`src/rtl/fetch_pkg.sv`:
```
`default_nettype none
//==============================================================================
// Package : fetch_pkg
// Shared constants, FSM state type and J-immediate decode for fetch_unit.
// Rev     : 1.0
//==============================================================================
package fetch_pkg;

    localparam logic [6:0]  OPC_JAL   = 7'b1101111;
    localparam logic [31:0] INST_HALT = 32'h0000_0000;

    typedef enum logic [1:0] {
        BOOT = 2'd0,
        RUN  = 2'd1,
        HALT = 2'd2
    } fetch_state_t;

    // Takes only inst[31:12]; the low bits play no part in the J-immediate.
    function automatic logic [31:0] jimm(input logic [31:12] inst_hi);
        return {{12{inst_hi[31]}}, inst_hi[19:12], inst_hi[20], inst_hi[30:21], 1'b0};
    endfunction

endpackage
`default_nettype wire

```
`src/rtl/fetch_jal_pred.sv`:
```
`default_nettype none
//==============================================================================
// Module : fetch_jal_pred
// Combinational static JAL predictor: steers next PC to the JAL target.
// Rev    : 1.0
//==============================================================================
module fetch_jal_pred
    import fetch_pkg::*;
(
    input  logic [31:0] pc_i,
    input  logic [31:0] inst_i,
    output logic [31:0] next_pc_o,
    output logic        pred_taken_o
);

    logic unused_inst_bits;

    assign pred_taken_o     = (inst_i[6:0] == OPC_JAL);
    assign next_pc_o        = pc_i + (pred_taken_o ? jimm(inst_i[31:12]) : 32'd4);
    assign unused_inst_bits = ^inst_i[11:7];

endmodule
`default_nettype wire

```
`src/rtl/fetch_unit.sv`:
```
`default_nettype none
//==============================================================================
// Module : fetch_unit
// RV32 fetch stage: PC, IF/ID register, redirect and halt handling.
// Optional static JAL prediction enabled by defining FETCH_JAL_PREDICT_EN.
// Rev    : 1.0
//==============================================================================
module fetch_unit
    import fetch_pkg::*;
#(
    parameter logic [31:0] RESET_PC = 32'h0000_0000
) (
    input  logic        clk,
    input  logic        rstn,
    output logic [31:0] imem_addr,
    input  logic [31:0] imem_data,
    input  logic        redirect_valid,
    input  logic [31:0] redirect_pc,
    input  logic        id_ready,
    output logic        id_valid,
    output logic [31:0] id_pc,
    output logic [31:0] id_inst,
    output logic        id_pred_taken,
    output logic        halted,
    output logic [31:0] fetch_count
);

    fetch_state_t state_q;
    logic [31:0]  pc_q;
    logic         id_valid_q;
    logic [31:0]  id_pc_q;
    logic [31:0]  id_inst_q;
    logic         id_pred_q;
    logic         halted_q;
    logic [31:0]  fetch_count_q;

    logic [31:0]  next_pc_d;
    logic         pred_d;
    logic         load;
    logic         halt_word;
    logic [31:0]  redirect_tgt;
    logic         unused_redirect_bits;

`ifdef FETCH_JAL_PREDICT_EN
    fetch_jal_pred u_jal_pred (
        .pc_i         (pc_q),
        .inst_i       (imem_data),
        .next_pc_o    (next_pc_d),
        .pred_taken_o (pred_d)
    );
`else
    assign next_pc_d = pc_q + 32'd4;
    assign pred_d    = 1'b0;
`endif

    // Redirect suppresses the load so the same-cycle imem_data is discarded.
    assign load                 = (state_q == RUN) && !redirect_valid && (!id_valid_q || id_ready);
    assign halt_word            = (imem_data == INST_HALT);
    assign redirect_tgt         = {redirect_pc[31:2], 2'b00};
    assign unused_redirect_bits = ^redirect_pc[1:0];

    always_ff @(posedge clk or negedge rstn) begin
        if (!rstn) begin
            state_q       <= BOOT;
            pc_q          <= RESET_PC;
            id_valid_q    <= 1'b0;
            id_pc_q       <= 32'd0;
            id_inst_q     <= 32'd0;
            id_pred_q     <= 1'b0;
            halted_q      <= 1'b0;
            fetch_count_q <= 32'd0;
        end else begin
            if (id_valid_q && id_ready && !redirect_valid) begin
                fetch_count_q <= fetch_count_q + 32'd1;
            end

            case (state_q)
                BOOT: begin
                    state_q <= RUN;
                end
                default: begin
                    if (redirect_valid) begin
                        pc_q       <= redirect_tgt;
                        id_valid_q <= 1'b0;
                        id_pred_q  <= 1'b0;
                        state_q    <= RUN;
                        halted_q   <= 1'b0;
                    end else if (load) begin
                        if (halt_word) begin
                            state_q    <= HALT;
                            halted_q   <= 1'b1;
                            id_valid_q <= 1'b0;
                        end else begin
                            id_inst_q  <= imem_data;
                            id_pc_q    <= pc_q;
                            id_pred_q  <= pred_d;
                            id_valid_q <= 1'b1;
                            pc_q       <= next_pc_d;
                        end
                    end else if (id_valid_q && id_ready) begin
                        id_valid_q <= 1'b0;
                    end
                end
            endcase
        end
    end

    assign imem_addr     = pc_q;
    assign id_valid      = id_valid_q;
    assign id_pc         = id_pc_q;
    assign id_inst       = id_inst_q;
    assign id_pred_taken = id_pred_q;
    assign halted        = halted_q;
    assign fetch_count   = fetch_count_q;

endmodule
`default_nettype wire

```
`config.mk`:
```
export PLATFORM = sky130hd
export DESIGN_NAME = fetch_unit
export DESIGN_NICKNAME = d
export VERILOG_FILES = /design/src/rtl/fetch_pkg.sv /design/src/rtl/fetch_jal_pred.sv /design/src/rtl/fetch_unit.sv
export SDC_FILE = /design/constraint.sdc
export NUM_CORES = 1
export LEC_CHECK = 0
export CAP_MARGIN = 25
export CORE_UTILIZATION = 48
export CTS_BUF_LIST = sky130_fd_sc_hd__clkbuf_4
export CTS_CLUSTER_DIAMETER = 30
export DETAILED_ROUTE_END_ITERATION = 7
export HOLD_SLACK_MARGIN = 0.1
export PLACE_DENSITY = 0.83
export SKIP_LAST_GASP = 1
export SYNTH_ARGS = -nofsm -noshare
export SYNTH_HDL_FRONTEND = slang
export SYNTH_SLANG_ARGS = --single-unit
```
`constraint.sdc`:
```
create_clock -name clk -period 2.6 [get_ports clk]
set_clock_uncertainty 0.05 [all_clocks]
set_input_delay 0.39 -clock clk [delete_from_list [all_inputs] [get_ports clk]]
set_output_delay 0.39 -clock clk [all_outputs]
set_load 0.03 [all_outputs]
```
* Word level (Yosys, flattened, before mapping) *
Cells that the tools add are included.

storage, ports and cells
  flip-flop bits (word level) = 133
  input port bits = 68
  output and inout port bits = 131
  word-level logic and storage cells = 51

cells by class
  $add $sub $neg = 2
  equality and inequality tests = 2
  muxes and demuxes = 17
  bitwise logic cells = 3
  reduce and logical (&&, ||, !) cells = 19

operators by type and width
  operator                                              number
  2-to-1 mux 32 bit                                     3
  adder 32 x 1 -> 32 bit (second input constant)        1
  adder 32 x 3 -> 32 bit (second input constant)        1
  logical NOT 32 bit                                    1
  2-to-1 mux 1 bit                                      10
  nonzero test 3 bit                                    3
  2-to-1 mux 2 bit                                      4
  AND reduction 3 bit                                   2
  logical AND 1 bit                                     4
  AND reduction 2 bit                                   2
  AND reduction 4 bit                                   1
  nonzero test 2 bit                                    2
  inverter 1 bit                                        3
  equality test 2 x 1 -> 1 bit (second input constant)  1
  logical NOT 1 bit                                     2
  logical NOT 2 bit                                     1
  inequality test 2 bit (second input constant)         1
  logical OR 1 bit                                      1

* Longest topological paths before layout *
Gate-level depths: netlist (run 1).

  word-level depth = 6
  depth in mapped cells = 7
  gate-level depth less buffers = 6

* Worst setup path before layout (run 1) *
Ideal clock, no wire load.

  path type = register -> register
  start = register pc_q[5] (netlist: imem_addr[5])
  end = register pc_q[31] (netlist: imem_addr[31])
  setup time = 0.123 ns
  arrival = 2.267 ns
  data required time = 2.427 ns
  slack = 0.161 ns
  cell stages (with the launch flop) = 7
  buffers on the path = 1
  clock period less this slack = 2.439 ns
  cells stage by stage = dfrtp_1 buf_2 nand3_1 or4_4 or3_1 o31a_1 o221a_1

between the ends
  longest elaborated chain between the ends = 4

ends and longest elaborated chain
  what                    RTL line          text
  start, declared         fetch_unit.sv:29  logic [31:0] pc_q;
  start signal, assigned  fetch_unit.sv:83  pc_q <= redirect_tgt;
  start signal, assigned  fetch_unit.sv:98  pc_q <= next_pc_d;
  adder 32 x 3 -> 32 bit  fetch_unit.sv:52  assign next_pc_d = pc_q + 32'd4;
  2-to-1 mux 32 bit       fetch_unit.sv:89  if (halt_word) begin
  2-to-1 mux 32 bit       fetch_unit.sv:88  end else if (load) begin
  2-to-1 mux 32 bit       fetch_unit.sv:82  if (redirect_valid) begin

Every way passes these cells. The select of a mux whose other input is x is not followed.
A chain may end at the register's enable or synchronous reset.

* Worst setup path after layout (run 1) *
  start = register pc_q[13] (netlist: imem_addr[13])
  end = register pc_q[29] (netlist: imem_addr[29])

The elaborated chain is that of the path after synthesis.

==> results of run 1 <==
[cell families after synthesis]
kind of cell / count (synthesis) / synth area share
flip-flops: 128 / 0.534
other: 1 / 0.000626
multiplexers: 4 / 0.00710
AO/OA/AOI/OAI: 83 / 0.105
AND/OR/NAND/NOR: 344 / 0.265
adder cells (fa/ha/maj): 2 / 0.00417
buffers and inverters: 54 / 0.0382
XOR/XNOR: 31 / 0.0453
[final timing paths]
path | endpoint | from | cells past startpoint
worst max register to register | imem_addr[29]$_DFFE_PN0P_ | imem_addr[13]$_DFFE_PN0P_ | 6
max in group asynchronous | id_pc[10]$_DFFE_PN0P_ | rstn | 3
worst min-delay path | fetch_count[7]$_DFFE_PN0P_ | rstn | 2
worst min register to register | id_inst[21]$_DFFE_PN0P_ | id_inst[21]$_DFFE_PN0P_ | 2
min in group clk | id_inst[29]$_DFFE_PN0P_ | imem_data[29] | 3
worst max-delay path | imem_addr[29]$_DFFE_PN0P_ | imem_addr[13]$_DFFE_PN0P_ | 6
[metrics by stage]
stage	instance area, um^2	utilization
detailed placement	8250	0.681
global route	8530	0.704
global placement	8250	0.681
finish	8530	0.704
CTS	8530	0.704
floorplan	6010	-
[layout by cell type, fill, tap and decap left out, types with 5 or more instances in the layout]
| cell type | Yosys | final |
|---|---|---|
| a32oi_1 | 10 | 10 |
| conb_1 | 1 | 5 |
| a21oi_1 | 8 | 7 |
| nor3_1 | 11 | 11 |
| clkdlybuf4s50_1 | 0 | 190 |
| nor2_1 | 20 | 20 |
| nand3_1 | 37 | 37 |
| nor4_1 | 15 | 15 |
| o21ai_0 | 14 | 14 |
| clkbuf_4 | 0 | 19 |
| dfrtp_1 | 128 | 128 |
| buf_4 | 5 | 32 |
| a21o_1 | 6 | 5 |
| nand4_1 | 12 | 12 |
| inv_1 | 13 | 13 |
| xor2_1 | 8 | 8 |
| and4_1 | 8 | 8 |
| xnor2_1 | 23 | 23 |
| o41ai_1 | 8 | 8 |
| and3_1 | 13 | 13 |
| clkinv_1 | 0 | 6 |
| nand2_1 | 202 | 202 |
| or4_1 | 8 | 8 |
[where the power goes]
| part | internal [mW] | switching (mW) | total [mW] | leakage, nW |
|---|---|---|---|---|
| Sequential | 2.24 | 0.228 | 2.47 | 1.59 |
| Combinational | 0.777 | 1.09 | 1.86 | 2.11 |
| Clock | 0.656 | 0.685 | 1.34 | 0.147 |
[flip-flops by register name, summed over array words and instances (netlist names)]
| signal | cells |
|---|---|
| fetch_count | 32 |
| id_inst | 32 |
| id_pc | 30 |
| imem_addr | 30 |
| id_valid | 1 |
| state_q | 2 |
| halted | 1 |
[what timing repair did]
action / 4_1_cts / 5_1_grt
hold endpoints to repair: 35 / 0
resized for setup: 0 / 0
hold buffers: 1 / 0
[per-layer routing]
layer / track usage / routed length, um
met1: 0.340 / 6930
met2: 0.457 / 8290
met3: 0.0834 / 1330
met4: 0.116 / 338
met5: 0 / 0
[worst register-to-register path: stages, from the launching register on]
cell	delay, ns
dfrtp_1	0.47
nand4_2	0.20
or4_4	0.58
buf_4	0.20
o41ai_1	0.42
o31a_1	0.20
o221ai_1	0.11
[layout make-up]
type                    instances  area (um^2)  share of cell area
multi-input cells             469         2590               0.304
inverters                      13         48.8             0.00572
well taps                     168          210              0.0247
flip-flops and latches        128         3200               0.376
clock buffers                  19          143              0.0167
clock inverters                11          123              0.0144
repair buffers                226         2200               0.258
==> flow_summary.ini, run 1 <==
[status]
status = finished clean

[sta]
worst_slack_ns = 0.239
tightest_slew_ns = 0.638
fin_crit_ns = 2.36
max_slew_margin = 0.574
final-hold-violation-count = 0
timing.setup.tns_ns = 0
rsz0062_at_grt = false
fmax_mhz = 424
min_period_over_period = 0.908
drv_slew = 0
holdWs_ns = 0.279
setup_viol = 0

[synth]
synth_edf_count = 0
ys_types = 57
ys_seq_elements = 128
ys_warn_count = 0
synth-async-reset-ratio = 1.00
synth_ff_type = dfrtp_1
yosysSeqAreaShare = 0.534
synth_common_cells = 202 x nand2_1, 128 x dfrtp_1, 37 x nand3_1
netlist_area_um2 = 5990
synth_top_area_share = 0.534
synth_area_leader_cell = dfrtp_1
syn_avg_cell_area_um2 = 9.26
synth_area_leaders = dfrtp_1 53%, nand2_1 13%, xnor2_1 3.4%
synthCells = 647
post-synth-top-count-cell = nand2_1

[final_layout]
n_antenna_cell = 0
drive_above_1_share = 0.0797
area_growth_pct = 42.3
fillers = 955
fin_nets = 925
fin_cells = 1034

[placed_design]
dp_slack_ns = -0.0603
routabilityCongestion = 0.855
dp.cells = 1003
hpwlAfterDp_um = 12400
numPortBuffers = 191

[critical_path]
crit_path_end_kind = flop
path_buf_inv = 1
crit_required_ns = 2.94
path_cells = nand4_2, or4_4, buf_4, o41ai_1, o31a_1, o221ai_1
arrival_ns = 2.70
worst_setup_path_start_kind = flop
max_stage_delay_ns = 0.58
crit_slowest_cell = or4_4
worstPathMaxFanout = 7
path_class = flop to flop
crit_family = simple AND/OR/NAND/NOR gates
rrSetupSlack_ns = 0.24

[grt]
grt_pass1_wl_um = 28000
track_usage = 0.277
grt_pass1_vias = 5776
overflow = 0
antenna_found_initial = 0
grt_max_degree = 94

[clock_tree]
cts.sinks = 128
htree_levels = 4
cts-root-buf = clkbuf_4
clkLatencyLatePin_ns = 0.53
clock_path_buffers = 2
cts_tree = yes
cts_setup_buffers = 0
path_clk_slew_ns = 0.11
cts_buffers = 17

[power_and_ir_drop]
ir_drop_v = 0.000390
p_per_area_nw_per_um2 = 665
p_leak_nw = 3.84
power_mw = 5.67

[hold_path]
hp-class = input port to asynchronous set/reset pin

[flow_run]
drv_cap = 0

[floorplan]
dieArea_um2 = 12900
initial_core_util = 0.495
num_rows = 40
core_area_um2 = 12100
die_x_um = 114
die_y_um = 114
io_pins = 199

[drt]
drt-initial-drc-count = 393
vias = 5663
drtAntennaViolNets = 0
avgViaCountPerCell = 5.48
drc = 0
drt-total-wl_um = 16900
wire_per_inst_um = 16.3
drtPass1Iterations = 5
(Power assumes the default switching activity.)
==> inputs of run 2 (changes only) <==
Settings changed: CORE_ASPECT_RATIO set to 1.1.
Clock period 2.6 ns to 2.61 ns, I/O delays scaled along.
==> flow_summary.ini, run 2 (synthesis results as in run 1) <==
[flow_run]
drv_cap = 0

[placed_design]
dp.cells = 988
routabilityCongestion = 0.880
numPortBuffers = 191
dp_slack_ns = -0.0843
place_area_um2 = 8230
hpwlAfterDp_um = 12400

[critical_path]
crit_required_ns = 2.94
crit_slowest_cell = or4_4
worst_setup_path_start_kind = flop
rrSetupSlack_ns = 0.16
path_cells = nand3_1, or4_4, or3_1, o31a_1, o221a_1
worstPathMaxFanout = 9
max_stage_delay_ns = 0.64
path_class = flop to flop
crit_path_end_kind = flop
arrival_ns = 2.78

[sta]
final-hold-violation-count = 0
rsz0062_at_grt = false
timing.setup.tns_ns = 0
drv_slew = 0
setup_viol = 0
max_slew_margin = 0.577
fmax_mhz = 409
tightest_slew_ns = 0.634
worst_slack_ns = 0.165
fin_crit_ns = 2.45
min_period_over_period = 0.937

[clock_tree]
clkLatencyLatePin_ns = 0.50
cts_setup_buffers = 0
htree_levels = 4
cts_tree = yes
cts-root-buf = clkbuf_4
clock_path_buffers = 2
cts_buffers = 17
cts.sinks = 128
cts_resized = 0
path_clk_slew_ns = 0.11
postCtsHoldBufs = 1

[status]
status = finished clean

[hold_path]
hp-class = input port to flop

[drt]
drtAntennaViolNets = 0
drc = 0
drt-total-wl_um = 17000
drt-initial-drc-count = 368
wire_per_inst_um = 16.6
avgViaCountPerCell = 5.58
vias = 5691
drtPass1Iterations = 6

[final_layout]
drive_above_1_share = 0.0821
area_growth_pct = 41.2
fin_nets = 924
fin_util = 0.700
mostFrequentLayoutCells = 202 x nand2_1, 190 x clkdlybuf4s50_1, 128 x dfrtp_1, 37 x nand3_1, 31 x buf_4
postLayoutCellArea_um2 = 8460
final_common_cell = nand2_1
fin_cells = 1020

[floorplan]
die_y_um = 119
die_x_um = 109
initial_core_util = 0.496
core_area_um2 = 12100
dieArea_um2 = 12900
num_rows = 42
io_pins = 199

[power_and_ir_drop]
p_per_area_nw_per_um2 = 646
ir_drop_v = 0.000383
p_leak_nw = 3.82

[grt]
grt_use_met2 = 0.450
overflow = 0
track_usage = 0.274
grt_pass1_vias = 5742
grtUsageMet3 = 0.0701
grt_max_degree = 67
grt_busiest_layer = met2
antenna_found_initial = 1
grt_use_met1 = 0.350
grt_pass1_wl_um = 27700
run 2: final timing paths:
check,from,to,cells past startpoint
max in group asynchronous,rstn,id_pc[4]$_DFFE_PN0P_,3
hold reg to reg,id_inst[11]$_DFFE_PN0P_,id_inst[11]$_DFFE_PN0P_,2
setup reg to reg,imem_addr[6]$_DFFE_PN0P_,imem_addr[31]$_DFFE_PN0P_,5
hold / removal,imem_data[1],id_inst[1]$_DFFE_PN0P_,3
min in group asynchronous,rstn,fetch_count[3]$_DFFE_PN0P_,2
setup / recovery,imem_addr[6]$_DFFE_PN0P_,imem_addr[31]$_DFFE_PN0P_,5
run 2: through the flow:
stage,power [mW],hold WS (ns)
2_1_floorplan,3.44,0.0459
3_3_place_gp,4.28,0.369
3_5_place_dp,4.34,0.385
4_1_cts,5.50,0.341
5_1_grt,5.73,0.358
6_report,5.46,0.389
run 2: where the power goes:
part / switching [mW] / leakage (nW) / internal, mW
clock: 0.682 / 0.128 / 0.475
sequential: 0.234 / 1.59 / 2.23
combinational: 1.07 / 2.10 / 0.768
run 2: final cells by class:
cell class	instances	area (um^2)
fillers	914	3620
flip-flops and latches	128	3200
multi-input cells	469	2600
repair buffers	225	2200
well taps	154	193
clock buffers	20	150
clock inverters	10	72.6
inverters	13	48.8
diodes	1	2.50
run 2: critical path, delay by kind of cell (launching register included):
kind            cells  cell delay (ns)
simple gates        3             1.26
compound gates      2             0.51
flops               1             0.51
run 2: metal layers:
metal | part of all wire | up-vias
met5 | 0 | -
met1 | 0.41 | 2756
li1 | - | 2668
met4 | 0.017 | 0
met3 | 0.074 | 28
met2 | 0.50 | 239
